File: src/rtl/ref_delay_line.sv
`default_nettype none
// ---- ref_delay_line : valid-gated 2-bit reference history with selectable tap (rev 1.0) ----
module ref_delay_line #(
  parameter int DEPTH = 64,
  parameter int SEL_W = 6
) (
  input  logic             clk,
  input  logic             rstn,
  input  logic             shift_en,
  input  logic [1:0]       din,
  input  logic [SEL_W-1:0] sel,
  output logic [1:0]       dout
);

  logic [DEPTH-1:0][1:0] hist_q;
  logic [DEPTH-1:0][1:0] hist_d;

  // Entry 0 holds the newest reference symbol, entry k the one k symbols older.
  always_comb begin
    hist_d = hist_q;
    if (shift_en) begin
      hist_d = {hist_q[DEPTH-2:0], din};
    end
  end

  always_ff @(posedge clk or negedge rstn) begin
    if (!rstn) begin
      hist_q <= '0;
    end else begin
      hist_q <= hist_d;
    end
  end

  assign dout = hist_q[sel];

endmodule
`default_nettype wire

File: config.mk
export PLATFORM = sky130hd
export DESIGN_NAME = ref_delay_line
export DESIGN_NICKNAME = d
export VERILOG_FILES = /design/src/rtl/ref_delay_line.sv
export SDC_FILE = /design/constraint.sdc
export NUM_CORES = 1
export LEC_CHECK = 0
export CAP_MARGIN = 20
export CORE_ASPECT_RATIO = 0.75
export CORE_MARGIN = 5
export CORE_UTILIZATION = 34
export CTS_CLUSTER_SIZE = 14
export DETAILED_ROUTE_END_ITERATION = 10
export PLACE_DENSITY = 0.61
export SETUP_SLACK_MARGIN = 0.02
export SYNTH_ARGS = -nofsm -noshare
export SYNTH_HDL_FRONTEND = slang
export SYNTH_SLANG_ARGS = --single-unit
File: constraint.sdc
create_clock -name clk -period 1.7 [get_ports clk]
set_clock_uncertainty 0.05 [all_clocks]
set_input_delay 0.34 -clock clk [delete_from_list [all_inputs] [get_ports clk]]
set_output_delay 0.34 -clock clk [all_outputs]
set_load 0.005 [all_outputs]
==> summary.txt <==
Status
  – Outcome: complete, but fails checks
  – Failing checks: negative setup slack

Setup path
  – Reg2reg path depth: 3
  – Startpoint types: register
  – CP max stage cell: mux4_2
  – Reg2reg start: hist_q[46]$_DFFE_PN0P_
  – CP Data Arrival Time: ~2000 ps
  – Worst setup EP type: output port
  – CP Cell Sequence: mux4_2 -> mux2_4 -> o21ai_2 -> a2111o_1 -> nand2_1 -> buf_2
  – Critical path type: register to output port
  – R2R setup slack: between 600 and 700 ps
  – CP max stage delay: between 400 and 500 ps
  – Crit-path max FO: 2
  – CP required: 1310 ps
  – RR Endpoint: hist_q[48]$_DFFE_PN0P_

STA
  – Max_slew headroom: between 70% and 80%
  – Setup violators final: 2
  – Unrepaired setup endpoints after global routing: true
  – Period minus WS final: around 2400 ps
  – Slew Limit Fails: 0
  – Hold Fails Final Rpt: 0
  – Worst-Margin Slew: ~400 ps
  – Tcrit/Tclk final: 141%
  – Worst Slack Setup Final: -702 ps
  – Hold WS: around 280 ps
  – Fmax: ~0.42 GHz

Synth
  – Ranking of synthesized cells by area: dfrtp_1 54%, mux2_2 25%, mux2i_1 6.1%
  – FFs w/ async S/R, synth: 100%
  – Mapped cell area: 5920 sq um
  – XOR/XNOR share of the synthesized area: 0%
  – Mux share of post-synthesis cell area: between 30% and 40%
  – Mapped Cells: between 300 and 400
  – Largest family of logic cells by synthesized area: multiplexers
  – Syn nets: 405
  – Yosys top cell by area: dfrtp_1
  – Synth Area per Inst: 15.0 sq um
  – Post-synth EDFFs: 0
  – Flops & latches, synth: between 100 and 150
  – Complex-gate fraction of the synthesized area: under 10%
  – Top FF cell, synth: dfrtp_1
  – Post-Synth Adder-Cell Area: 0%
  – Register area share after synthesis: a little over half
  – YS warnings: 0
  – Synth top area share: a little over half
  – Simple-gate portion of the synthesized area: 3.30%
  – Synth unique cells: 25

Global route
  – Pin count of the biggest net entering global routing: between 60 and 70
  – GR Overflow Total: 0
  – First-pass GRT wire length: 20,900 microns
  – Number of global-route vias before repair: 4,043
  – GRT Resource Usage Total: 13.0%
  – Initial antenna violation count: 0

Routing
  – TritonRoute pass-1 iters: 4
  – Max layer used: met4
  – Met3 WL: about 520 microns
  – Post-Route M1 WL: 5850 microns
  – Vias/cell: 4.76
  – Routed length per instance: 15.8 microns
  – Routed wire length: roughly 12,000 microns
  – Final ANT Viol Nets: 0
  – Remaining routing DRC violations: 0
  – Metal2 WL: between 5000 and 6000 microns
  – DRT iter0 DRCs: between 150 and 200
  – DR vias: between 3k and 4k

Pwr
  – Power per cell area: roughly 1200 nW/um^2
  – Leakage: between 0.003 and 0.004 uW
  – Max IR drop VDD: ~0.80 mV

Clock tree
  – H-tree lvl count: 4
  – CTS buffer count: 17
  – CTS Buffer Depth: 2
  – CTS tree: built
  – Clk root buf: clkbuf_16
  – Clock sink count: about 130
  – Clk slew on worst S/H paths: around 50 ps
  – Later-pin clock latency in the skew report: between 400 and 500 ps

Placed design
  – Pre-CTS WS: -1090 ps
  – Port Buf Inserts: 12
  – DP HPWL: between 8000 and 9000 microns
  – RePlAce Congestion: 0.771
  – Area after DPL: approximately 7200 sq um

Die
  – Die Wd: ~160 microns
  – Die area: 20,200 sq um
  – Initial Utilization: around a third
  – Core Area: ~17,000 sq um
  – IO Count: 13
  – Placement Rows: 41
  – Die height: roughly 120 microns

Finish
  – Register Area: around 3200 sq um
  – Top Registers: hist_q x128
  – Synthesis-to-finish area growth: 32.5%
  – Max FFs per register: between 100 and 150
  – Largest reg by FF count: hist_q
  – Post-route cell area: 7850 sq um
  – N_diodes: 0
  – Most frequent cells in the layout: 128 x mux2_2, 128 x dfrtp_1, 119 x buf_4
  – Nets: 540
  – Fillers: approximately 1.5k
  – Multi-input gate area: 2580 sq um
  – Share of cells above drive strength 1: 57.9%

Hold path
  – HP Class: primary input to asynchronous set/reset pin

Flow run
  – Max-Cap Viols: 0
==> worst max-delay path: cells and delay by family, from the launching register on <==
| family | cells | cell delay, ps |
|---|---|---|
| AO/OA/AOI/OAI | 2 | 250 |
| buffers and inverters | 1 | 130 |
| flip-flops | 1 | 390 |
| multiplexers | 2 | 750 |
| AND/OR/NAND/NOR | 1 | 80 |
==> synth_stat cells, types with 2 or more instances <==
library cell  count
nand4_1           4
buf_2             2
o21ai_0           4
a21oi_1           3
mux2i_1          36
mux4_2            5
clkbuf_1         12
buf_12            2
nand2_1          12
o21ai_1           2
buf_1             2
a22oi_1           8
buf_6             2
a211oi_1          2
buf_4             4
nor2_1            3
nand3_1          12
dfrtp_1         128
nor2b_1           6
mux4_1           11
mux2_2          130
==> where the power goes <==
part           internal [uW]  switching, uW
Combinational           1550            731
Clock                   2280           1250
Sequential              3650            355
Total                   7470           2330
==> cell families (layout without fill, tap and decap cells) <==
logic type	after synthesis	in the layout
mux	182	182
flops	128	128
simple gates	39	39
buf+inv	24	169
compound gates	21	21
==> what timing repair did <==
action                                  in CTS  in global routing
setup buffers                                1                  5
pin swaps                                    4                  3
hold endpoints to repair                    12                  0
hold buffers                                 1                  0
resized for setup                           21                  5
endpoints found under the setup margin       2                  2
gates cloned                                 0                  1
==> cell type report <==
type                            count  share of cell area (%)
Clock buffer                       23                    6.22
Tap cell                          236                    3.76
Multi-Input combinational cell    242                    32.9
Sequential cell                   128                    40.8
Timing Repair Buffer              140                    15.3
Clock inverter                      6                    1.05
==> metal layers <==
metal	global-route usage, %	up-vias
met4	4.18	0
li1	-	1745
met3	4.70	22
met2	19.5	49
met1	17.7	1873
met5	0	-
==> worst max path at each step <==
stage	from	end	slack (ps)	cells past startpoint
2_1_floorplan	sel[1]	dout[1]	-130	6
4_1_cts	hist_q[44]$_DFFE_PN0P_	dout[0]	-740	6
3_5_place_dp	sel[0]	dout[0]	-1090	7
3_3_place_gp	sel[0]	dout[1]	-1090	9
6_report	hist_q[44]$_DFFE_PN0P_	dout[0]	-700	6
5_1_grt	hist_q[44]$_DFFE_PN0P_	dout[0]	-790	6
==> per-stage QoR <==
stage | std cells | setup TNS (ps) | utilization (%) | total power, uW
floorplan | 394 | -217 | - | 5050
global placement | 738 | -2170 | 42.3 | 6150
detailed placement | 738 | -2160 | 42.3 | 6240
CTS | 769 | -1430 | 45.8 | 9870
global route | 775 | -1510 | 46.2 | 10300
finish | 775 | -1320 | 46.2 | 9810
Note: power is estimated with default switching activity, not from simulation.
